### config.mk
export PLATFORM = sky130hd
export DESIGN_NAME = fifo_frame_packer
export DESIGN_NICKNAME = d
export VERILOG_FILES = /design/src/rtl/fifo_frame_packer_pkg.sv /design/src/rtl/fifo_skid2.sv /design/src/rtl/fifo_frame_packer.sv
export SDC_FILE = /design/constraint.sdc
export NUM_CORES = 1
export LEC_CHECK = 0
export BUFFER_PORTS_ARGS = -buffer_cell sky130_fd_sc_hd__buf_4
export CORE_AREA = 2 2 108 110
export CTS_BUF_LIST = sky130_fd_sc_hd__clkbuf_4 sky130_fd_sc_hd__clkbuf_8
export CTS_CLUSTER_SIZE = 12
export DETAILED_ROUTE_END_ITERATION = 6
export DIE_AREA = 0 0 110 112
export PLACE_DENSITY = 0.71
export REMOVE_ABC_BUFFERS = 1
export SLEW_MARGIN = 30
export SYNTH_ARGS = -nofsm -noshare
export SYNTH_HDL_FRONTEND = slang
export SYNTH_SLANG_ARGS = --single-unit
### constraint.sdc
create_clock -name BUS_CLK -period 3.13 [get_ports BUS_CLK]
set_clock_uncertainty 0.2 [all_clocks]
set_input_delay 0.313 -clock BUS_CLK [delete_from_list [all_inputs] [get_ports BUS_CLK]]
set_output_delay 0.313 -clock BUS_CLK [all_outputs]
set_load 0.1 [all_outputs]
### src/rtl/fifo_frame_packer_pkg.sv
// Shared ADC readout types for the frame packer.
// Holds the header word layout, the framing FSM state encoding and the frame counter width.
package fifo_frame_packer_pkg;

    localparam int unsigned FRAME_CNT_W = 24;

    // Header word: marker byte on top, frame counter below.
    typedef struct packed {
        logic [7:0]             mark;
        logic [FRAME_CNT_W-1:0] cnt;
    } header_t;

    typedef enum logic [1:0] {
        StPass = 2'd0,
        StHdr  = 2'd1,
        StData = 2'd2
    } frame_state_e;

    function automatic logic [31:0] make_header(input logic [7:0]             mark,
                                                input logic [FRAME_CNT_W-1:0] cnt);
        header_t hdr;
        hdr.mark = mark;
        hdr.cnt  = cnt;
        return hdr;
    endfunction

endpackage

### src/rtl/fifo_skid2.sv
// Generic 2-entry first-word-fall-through buffer with registered empty flag and head data.
// Ports:
//   clk, rst        clock, asynchronous active-high reset
//   push, push_data write request and data (ignored when full, judged before this cycle's pop)
//   pop             read request (ignored when empty)
//   empty           registered empty flag
//   head_data       registered oldest entry
//   count           number of stored entries, 0..2
module fifo_skid2 #(
    parameter int unsigned WIDTH = 32
) (
    input  logic             clk,
    input  logic             rst,
    input  logic             push,
    input  logic [WIDTH-1:0] push_data,
    input  logic             pop,
    output logic             empty,
    output logic [WIDTH-1:0] head_data,
    output logic [1:0]       count
);

    logic [WIDTH-1:0] head_q, head_d;
    logic [WIDTH-1:0] tail_q, tail_d;
    logic [1:0]       count_q, count_d;
    logic             empty_q, empty_d;
    logic             push_ok, pop_ok;

    always_comb begin
        push_ok = push && (count_q != 2'd2);
        pop_ok  = pop && !empty_q;
        head_d  = head_q;
        tail_d  = tail_q;
        count_d = count_q;

        case (count_q)
            2'd0: begin
                if (push_ok) begin
                    head_d  = push_data;
                    count_d = 2'd1;
                end
            end
            2'd1: begin
                case ({push_ok, pop_ok})
                    2'b11: head_d = push_data;
                    2'b10: begin
                        tail_d  = push_data;
                        count_d = 2'd2;
                    end
                    2'b01: count_d = 2'd0;
                    default: ;
                endcase
            end
            2'd2: begin
                if (pop_ok) begin
                    head_d  = tail_q;
                    count_d = 2'd1;
                end
            end
            default: count_d = 2'd0;
        endcase

        empty_d = (count_d == 2'd0);
    end

    always_ff @(posedge clk or posedge rst) begin
        if (rst) begin
            head_q  <= '0;
            tail_q  <= '0;
            count_q <= 2'd0;
            empty_q <= 1'b1;
        end else begin
            head_q  <= head_d;
            tail_q  <= tail_d;
            count_q <= count_d;
            empty_q <= empty_d;
        end
    end

    assign empty     = empty_q;
    assign head_data = head_q;
    assign count     = count_q;

endmodule

### src/rtl/fifo_frame_packer.sv
// Frame packer between the ADC round-robin arbiter and the SRAM output FIFO.
// While ENABLE is high, a header {HEADER_MARK, FRAME_CNT} precedes every WORDS_PER_FRAME
// data words; with ENABLE low, words pass through unchanged.
// Ports:
//   BUS_CLK, BUS_RST   clock, asynchronous active-high reset
//   ENABLE             level, header insertion on (applied at frame boundaries)
//   FRAME_RST          pulse, clears FRAME_CNT
//   FIFO_EMPTY_IN      upstream has no word
//   FIFO_DATA_IN       upstream word
//   FIFO_READ_OUT      upstream word accepted this cycle
//   FIFO_READ_IN       downstream pop
//   FIFO_EMPTY_OUT     output buffer empty (registered)
//   FIFO_DATA_OUT      output buffer head (registered)
//   FRAME_CNT          frames started since reset / FRAME_RST
module fifo_frame_packer
    import fifo_frame_packer_pkg::*;
#(
    parameter int unsigned WORDS_PER_FRAME = 1024,
    parameter logic [7:0]  HEADER_MARK     = 8'hF5
) (
    input  logic                   BUS_CLK,
    input  logic                   BUS_RST,
    input  logic                   ENABLE,
    input  logic                   FRAME_RST,
    input  logic                   FIFO_EMPTY_IN,
    input  logic [31:0]            FIFO_DATA_IN,
    output logic                   FIFO_READ_OUT,
    input  logic                   FIFO_READ_IN,
    output logic                   FIFO_EMPTY_OUT,
    output logic [31:0]            FIFO_DATA_OUT,
    output logic [FRAME_CNT_W-1:0] FRAME_CNT
);

    localparam int unsigned WCNT_W = $clog2(WORDS_PER_FRAME + 1);
    localparam logic [WCNT_W-1:0] WCNT_LAST = WCNT_W'(WORDS_PER_FRAME - 1);

    frame_state_e           state_q, state_d;
    logic [WCNT_W-1:0]      wcnt_q, wcnt_d;
    logic [FRAME_CNT_W-1:0] frame_cnt_q, frame_cnt_d;
    logic                   frame_inc;

    logic                   buf_push;
    logic [31:0]            buf_data;
    logic                   buf_empty;
    logic [1:0]             buf_count;
    logic                   space;
    logic                   read_out;
    logic                   up_xfer;

    assign space   = (buf_count != 2'd2);
    assign up_xfer = read_out && !FIFO_EMPTY_IN;

    always_comb begin
        state_d   = state_q;
        wcnt_d    = wcnt_q;
        read_out  = 1'b0;
        buf_push  = 1'b0;
        buf_data  = FIFO_DATA_IN;
        frame_inc = 1'b0;

        case (state_q)
            StHdr: begin
                // Header only goes out once a data word is actually waiting.
                if (!FIFO_EMPTY_IN && space) begin
                    buf_push  = 1'b1;
                    buf_data  = make_header(HEADER_MARK, frame_cnt_q);
                    frame_inc = 1'b1;
                    wcnt_d    = '0;
                    state_d   = StData;
                end
            end
            StData: begin
                read_out = space;
                if (up_xfer) begin
                    buf_push = 1'b1;
                    if (wcnt_q == WCNT_LAST) begin
                        wcnt_d  = '0;
                        state_d = ENABLE ? StHdr : StPass;
                    end else begin
                        wcnt_d = wcnt_q + WCNT_W'(1);
                    end
                end
            end
            default: begin
                // Enabling takes a cycle with no upstream transfer so the first framed word
                // cannot slip out ahead of its header.
                read_out = space && !ENABLE;
                buf_push = up_xfer;
                if (ENABLE) begin
                    state_d = StHdr;
                end
            end
        endcase
    end

    // FRAME_RST wins over the increment; a coinciding header still carries the old count.
    assign frame_cnt_d = FRAME_RST ? '0 :
                         (frame_inc ? frame_cnt_q + FRAME_CNT_W'(1) : frame_cnt_q);

    always_ff @(posedge BUS_CLK or posedge BUS_RST) begin
        if (BUS_RST) begin
            state_q     <= StPass;
            wcnt_q      <= '0;
            frame_cnt_q <= '0;
        end else begin
            state_q     <= state_d;
            wcnt_q      <= wcnt_d;
            frame_cnt_q <= frame_cnt_d;
        end
    end

    fifo_skid2 #(
        .WIDTH (32)
    ) u_buf (
        .clk       (BUS_CLK),
        .rst       (BUS_RST),
        .push      (buf_push),
        .push_data (buf_data),
        .pop       (FIFO_READ_IN),
        .empty     (buf_empty),
        .head_data (FIFO_DATA_OUT),
        .count     (buf_count)
    );

    assign FIFO_READ_OUT  = read_out && !BUS_RST;
    assign FIFO_EMPTY_OUT = buf_empty;
    assign FRAME_CNT      = frame_cnt_q;

endmodule

==> impl_metrics.env, run 1 <==
export IMPL_yosys_area_share_adder_pct=1.84
export IMPL_grt_pass1_vias=4929
export IMPL_rsz0062_at_grt="no"
export IMPL_synth_xor_xnor_area_share_pct=0.806
export IMPL_ios=96
export IMPL_cts_max_level=3
export IMPL_tightestPinTransition_ns=0.788
export IMPL_cts_buffer_depth=2
export IMPL_timing_rr_end="u_buf.head_data[23]$_DFFE_PP0P_"
export IMPL_drt_first_pass_iters=5
export IMPL_muxShareOfSynthArea_pct=6.70
export IMPL_drc_errors=0
export IMPL_clk_pin_slew_ns=0.10
export IMPL_worstPathCellList="inv_1 -> ha_1 -> and2_1 -> o21a_1 -> nor3_2 -> ha_1 -> inv_1 -> o21ai_0 -> o21ai_4 -> buf_16 -> mux2_2"
export IMPL_synth_simple_area_share_pct=21.7
export IMPL_fmax_mhz=349
export IMPL_grt_pass1_wl_mm=22.9
export IMPL_ys_seq_area_share_pct=47.9
export IMPL_die_h_um=112
export IMPL_rows=39
export IMPL_post_dp_hpwl_mm=9.37
export IMPL_crit_path_start_kind="register"
export IMPL_slew_headroom_pct=47.5
export IMPL_clkLatencyLatePin_ns=0.37
export IMPL_antenna_found_initial=0
export IMPL_fp_coreArea_mm2=0.0112
export IMPL_ir_worst_vdd_uv=811
export IMPL_clock_sinks=104
export IMPL_layout_commonest_cell="nand2_1"
export IMPL_portBuffers=95
export IMPL_r2r_slack_ns=0.27
export IMPL_ys_warn_count=0
export IMPL_hp_class="in -> reg"
export IMPL_critPathKind="reg -> reg"
export IMPL_numCtsBuffers=9
export IMPL_crit_family="compound AO/OA/AOI/OAI gates"
export IMPL_dpl_cell_area_mm2=0.00631
export IMPL_instances_no_fill=852
export IMPL_period_share_pct=91.4
export IMPL_cts_root_buf="clkbuf_8"
export IMPL_drtIter0Drc=428
export IMPL_syn_avg_cell_area_um2=8.94
export IMPL_start_util_pct=48.6
export IMPL_worst_path_buf_inv=3
export IMPL_maxCapViolations=0
export IMPL_die_area_mm2=0.0123
export IMPL_cpPeakStageDelay_ns=0.41
export IMPL_endpoint="u_buf.head_data[23]$_DFFE_PP0P_"
export IMPL_synth_top_family_by_area="simple AND/OR/NAND/NOR gates"
export IMPL_post_drt_via_cell_ratio=5.85
export IMPL_cp_slowest_cell="dfrtp_1"
export IMPL_hold_depth=3
export IMPL_setup_viol=0
export IMPL_critical_path_required_ns=3.18
export IMPL_synth_compound_area_share_pct=16.6
export IMPL_synth_edff_count=0
export IMPL_placed_cells=818
export IMPL_design_area_mm2=0.00670
export IMPL_routed_wl_mm=14.0
export IMPL_final_max_slew_viol_count=0
export IMPL_power_per_cell_area_mw_per_mm2=1080
export IMPL_leakagePower_nw=2.96
export IMPL_ff2ff_path_depth=11
export IMPL_die_x_um=110
export IMPL_diodes=0
export IMPL_place_congestion=0.872
export IMPL_route_vias_total=4985
export IMPL_outcome="finished clean"
export IMPL_fin_total_pwr_mw=7.23
export IMPL_synth_cells=608
export IMPL_ant_nets=0
export IMPL_crit_start="state_q[0]$_DFFE_PP0P_"
export IMPL_tns_ns=0
export IMPL_crit_fanout=18
export IMPL_syn_to_final_growth_pct=23.3
export IMPL_period_needed_ns=2.86
export IMPL_drt_wirelength_per_cell_um=16.4
export IMPL_grt_max_degree=62
export IMPL_arrival_ns=2.91
export IMPL_cp_depth=11
export IMPL_synth_seq_cells=104
export IMPL_drive_above_1_share_pct=23.7
export IMPL_cts_tree="built"
export IMPL_final_cell_mix="nand2_1 (121), buf_4 (108), dfrtp_1 (103)"
export IMPL_async_flop_share_pct=100
export IMPL_r2r_start="state_q[0]$_DFFE_PP0P_"
export IMPL_hold_viol_final=0
export IMPL_ys_types=51
export IMPL_endpoint_kind="register"
export IMPL_synthFlopType="dfrtp_1"
export IMPL_nets=751
export IMPL_gr_total_overflow=0
export IMPL_synth_area_mm2=0.00544
export IMPL_grtUsageTotal_pct=23.4
## registers in the layout (all words and copies together) (netlist names)
signal,cells
FRAME_CNT,24
state_q,2
u_buf.count,2
u_buf.empty,1
u_buf.head_data,32
u_buf.tail_q,32
wcnt_q,11
## cells in the mapped netlist, types with 2 or more instances
cell type	n	share of area, %
nand2_1	121	8.4
dfrtp_1	103	47
nor2_1	65	4.5
a31oi_1	49	5.6
mux2_2	27	5.6
a21oi_1	24	2.2
clkbuf_1	24	1.7
o31ai_1	18	2.5
inv_1	16	1.1
o21ai_0	16	1.5
nand3_1	14	1.3
or4_1	14	1.9
buf_2	10	0.92
nand4_1	10	1.2
o22ai_1	9	1.0
ha_1	8	1.8
buf_1	6	0.41
mux2i_1	6	1.1
o22a_1	6	0.97
nand2b_1	5	0.58
or3_1	5	0.58
a22o_1	4	0.64
and4_1	4	0.64
xnor2_1	4	0.64
and2_1	3	0.35
and3_1	3	0.35
nor2b_1	3	0.35
nor3_1	3	0.28
or2_2	3	0.35
a22oi_1	2	0.28
nor4_1	2	0.23
o221ai_1	2	0.32
## worst min-delay path, cell delays in order
cell     delay [ns]
buf_4          0.12
nand2_1        0.05
a31oi_1        0.07
## power breakdown
| part | internal (mW) | switching [mW] | total (mW) | leakage, nW |
|---|---|---|---|---|
| Sequential | 1.83 | 0.294 | 2.12 | 1.29 |
| Clock | 0.319 | 0.464 | 0.783 | 0.0892 |
| Combinational | 1.34 | 2.98 | 4.32 | 1.58 |
## worst min-delay path by stage
stage	startpoint	end	slack (ns)
after floorplan	FRAME_RST	FRAME_CNT[10]$_DFFE_PP0P_	0.18
after global placement	u_buf.head_data[18]$_DFFE_PP0P_	u_buf.head_data[18]$_DFFE_PP0P_	0.29
after detailed placement	u_buf.tail_q[28]$_DFFE_PP0P_	u_buf.tail_q[28]$_DFFE_PP0P_	0.30
after CTS	FIFO_DATA_IN[2]	u_buf.tail_q[2]$_DFFE_PP0P_	0.0005
after global routing	FIFO_DATA_IN[9]	u_buf.tail_q[9]$_DFFE_PP0P_	0.002
final	FIFO_DATA_IN[21]	u_buf.tail_q[21]$_DFFE_PP0P_	0.01
## layout make-up
cell class                 instances  area, um^2
timing repair buffer             128        1060
sequential                       104        2600
clock inverter                     4        30.0
fill                             989        4470
clock buffer                      11         145
multi-input combinational        446        2620
tap                              143         179
inverter                          16        62.6
## stage by stage
| stage | hold WS [ns] | utilization, % | worst slack (ns) |
|---|---|---|---|
| 6_report | 0.0113 | 60.0 | 0.268 |
| 5_1_grt | 0.00182 | 60.0 | 0.120 |
| 4_1_cts | 0.000521 | 59.7 | 0.163 |
| 3_5_place_dp | 0.297 | 56.5 | 0.0277 |
| 3_3_place_gp | 0.290 | 56.2 | 0.176 |
| 2_1_floorplan | 0.176 | - | -1.17 |
## cells by family after synthesis
| kind of cell | Yosys count |
|---|---|
| DFF | 104 |
| muxes | 33 |
| AOI/OAI and AO/OA | 140 |
| buffers and inverters | 58 |
| xor gates and xnor gates | 5 |
| adders and majority gates | 8 |
| and+or+nand+nor | 260 |
## layer usage
metal / track usage (%) / vias to the layer above / wire [um]
li1: - / 2358 / -
met1: 30.4 / 2449 / 5930
met2: 38.5 / 155 / 7080
met3: 2.99 / 23 / 730
met4: 10.5 / 0 / 225
met5: 0 / - / 0
## timing repair
action,in CTS,in global routing
gates resized for setup,0,1
hold endpoints to repair,73,0
setup endpoints to repair,10,22
pin swaps,0,1
hold buffers,16,0
buffers inserted,1,2
No activity file was read; power rests on OpenSTA's default activity.
==> run 2: changes to the inputs <==
--- a/config.mk
+++ b/config.mk
@@ -6,12 +6,12 @@
 export NUM_CORES = 1
 export LEC_CHECK = 0
 export BUFFER_PORTS_ARGS = -buffer_cell sky130_fd_sc_hd__buf_4
-export CORE_AREA = 2 2 108 110
+export CORE_AREA = 2 2 86 170
 export CTS_BUF_LIST = sky130_fd_sc_hd__clkbuf_4 sky130_fd_sc_hd__clkbuf_8
 export CTS_CLUSTER_SIZE = 12
 export DETAILED_ROUTE_END_ITERATION = 6
-export DIE_AREA = 0 0 110 112
-export PLACE_DENSITY = 0.71
+export DIE_AREA = 0 0 88 172
+export PLACE_DENSITY = 0.59
 export REMOVE_ABC_BUFFERS = 1
 export SLEW_MARGIN = 30
 export SYNTH_ARGS = -nofsm -noshare
==> impl_metrics.env, run 2 (synthesized netlist as in run 1, its figures left out) <==
export IMPL_outcome="finished clean"
export IMPL_arrival_ns=2.91
export IMPL_crit_fanout=19
export IMPL_place_congestion=0.839
export IMPL_grt_pass1_wl_mm=24.3
export IMPL_clkLatencyLatePin_ns=0.38
export IMPL_post_drt_via_cell_ratio=5.31
export IMPL_setup_viol=0
export IMPL_final_cell_mix="nand2_1 (121), buf_4 (112), dfrtp_1 (103)"
export IMPL_rows=61
export IMPL_nets=767
export IMPL_leakagePower_nw=3.02
export IMPL_post_dp_hpwl_mm=10.5
export IMPL_period_needed_ns=2.84
export IMPL_fp_coreArea_mm2=0.0138
export IMPL_route_vias_total=4859
export IMPL_grtUsageTotal_pct=20.3
export IMPL_hp_class="in -> reg"
export IMPL_slew_headroom_pct=59.5
export IMPL_cts_tree="built"
export IMPL_final_max_slew_viol_count=0
export IMPL_rsz0062_at_grt="no"
export IMPL_die_area_mm2=0.0151
export IMPL_cts_buffer_depth=2
export IMPL_syn_to_final_growth_pct=27.1
export IMPL_drt_first_pass_iters=4
export IMPL_die_h_um=172
export IMPL_worst_path_buf_inv=3
export IMPL_cts_root_buf="clkbuf_8"
export IMPL_hold_ws_ns=0.0156
export IMPL_cts_max_level=3
export IMPL_drt_wirelength_per_cell_um=16.2
export IMPL_drtIter0Drc=264
export IMPL_drc_errors=0
export IMPL_dpl_cell_area_mm2=0.00641
export IMPL_tightestPinTransition_ns=0.602
export IMPL_period_share_pct=90.7
export IMPL_fillers=1316
export IMPL_numCtsBuffers=9
export IMPL_critical_path_required_ns=3.20
export IMPL_gr_total_overflow=0
export IMPL_maxCapViolations=0
export IMPL_drive_above_1_share_pct=23.6
export IMPL_crit_family="adder cells"
export IMPL_ant_nets=0
export IMPL_critPathKind="reg -> reg"
export IMPL_ir_worst_vdd_uv=803
export IMPL_power_per_cell_area_mw_per_mm2=1050
export IMPL_start_util_pct=39.3
export IMPL_cp_slowest_cell="dfrtp_1"
export IMPL_routed_wl_mm=14.8
export IMPL_portBuffers=95
export IMPL_design_area_mm2=0.00691
export IMPL_diodes=0
export IMPL_cpPeakStageDelay_ns=0.42
export IMPL_die_x_um=88
export IMPL_crit_path_start_kind="register"
export IMPL_hold_viol_final=0
export IMPL_fmax_mhz=352
export IMPL_endpoint_kind="register"
export IMPL_clk_pin_slew_ns=0.10
export IMPL_grt_pass1_vias=4945
export IMPL_worstPathCellList="inv_1 -> ha_1 -> and2_1 -> o21a_1 -> nor3_1 -> ha_1 -> inv_1 -> o21ai_1 -> o21ai_4 -> buf_16 -> mux2_2"
export IMPL_clock_sinks=104
export IMPL_ios=96
export IMPL_grt_max_degree=39
export IMPL_antenna_found_initial=0
export IMPL_layout_commonest_cell="nand2_1"
==> run 2: cell count changes in the layout (fill, tap and decap cells not counted) <==
cell | before | now
buf_12 | 3 | 2
clkbuf_4 | 1 | 0
o21ai_1 | 0 | 1
o21ai_0 | 16 | 15
nor3_2 | 1 | 0
clkinvlp_4 | 1 | 3
inv_8 | 0 | 1
nor3_1 | 2 | 3
dlygate4sd3_1 | 16 | 29
buf_4 | 108 | 112
clkinv_2 | 1 | 0
==> run 2: through the flow <==
step           cells  TNS (ns)  setup slack [ns]  utilization [%]  power, mW
6_report         915         0             0.290             50.0       7.27
5_1_grt          915         0            0.0883             50.0       7.71
4_1_cts          914         0            0.0137             49.9       7.29
3_5_place_dp     869         0            0.0412             46.4       6.42
3_3_place_gp     868         0             0.167             46.2       6.25
2_1_floorplan    566    -60.78             -1.17                -       5.32
==> run 2: metal layers <==
layer	up-vias	global-route usage, %	share of wire (%)
met4	0	8.03	2.1
met1	2348	23.7	39
met2	102	36.7	55
li1	2387	-	-
met3	22	2.58	3.7
met5	-	0	0
==> run 2: worst min-delay path, cell delays in order <==
cell	delay, ns
buf_4	0.11
nand2_1	0.05
a31oi_1	0.08
==> run 2: cell type report <==
type | instances | area, um^2 | share of cell area, %
clock inverter | 6 | 51.3 | 0.743
inverter | 16 | 62.6 | 0.906
multi-input combinational | 446 | 2620 | 37.9
tap | 189 | 236 | 3.42
clock buffer | 10 | 138 | 1.99
timing repair buffer | 144 | 1200 | 17.4
sequential | 104 | 2600 | 37.7
==> run 2: power breakdown <==
| group | internal, mW | leakage [nW] | switching, mW | total [mW] |
|---|---|---|---|---|
| Sequential | 1.83 | 1.29 | 0.286 | 2.11 |
| Combinational | 1.35 | 1.64 | 2.98 | 4.33 |
| Clock | 0.321 | 0.0870 | 0.505 | 0.826 |
| Total | 3.50 | 3.02 | 3.77 | 7.27 |
==> run 2: timing repair <==
action,CTS,global route
resized for setup,0,1
endpoints found under the hold margin,48,0
endpoints found under the setup margin,0,32
hold buffers,29,0
buffers inserted,0,1
==> run 2: final timing paths <==
path                            depth (start not counted)                         endpoint                            from  slack (ns)
worst max-delay path                                   11  u_buf.head_data[25]$_DFFE_PP0P_          state_q[0]$_DFFE_PP0P_        0.29
worst min-delay path                                    3     u_buf.tail_q[16]$_DFFE_PP0P_                FIFO_DATA_IN[16]        0.02
worst max register to register                         11  u_buf.head_data[25]$_DFFE_PP0P_          state_q[0]$_DFFE_PP0P_        0.29
worst min register to register                          1   u_buf.head_data[3]$_DFFE_PP0P_  u_buf.head_data[3]$_DFFE_PP0P_        0.32
max in group asynchronous                               4        FRAME_CNT[15]$_DFFE_PP0P_                         BUS_RST        1.71
min in group asynchronous                               3           state_q[1]$_DFFE_PP0P_                         BUS_RST        0.27
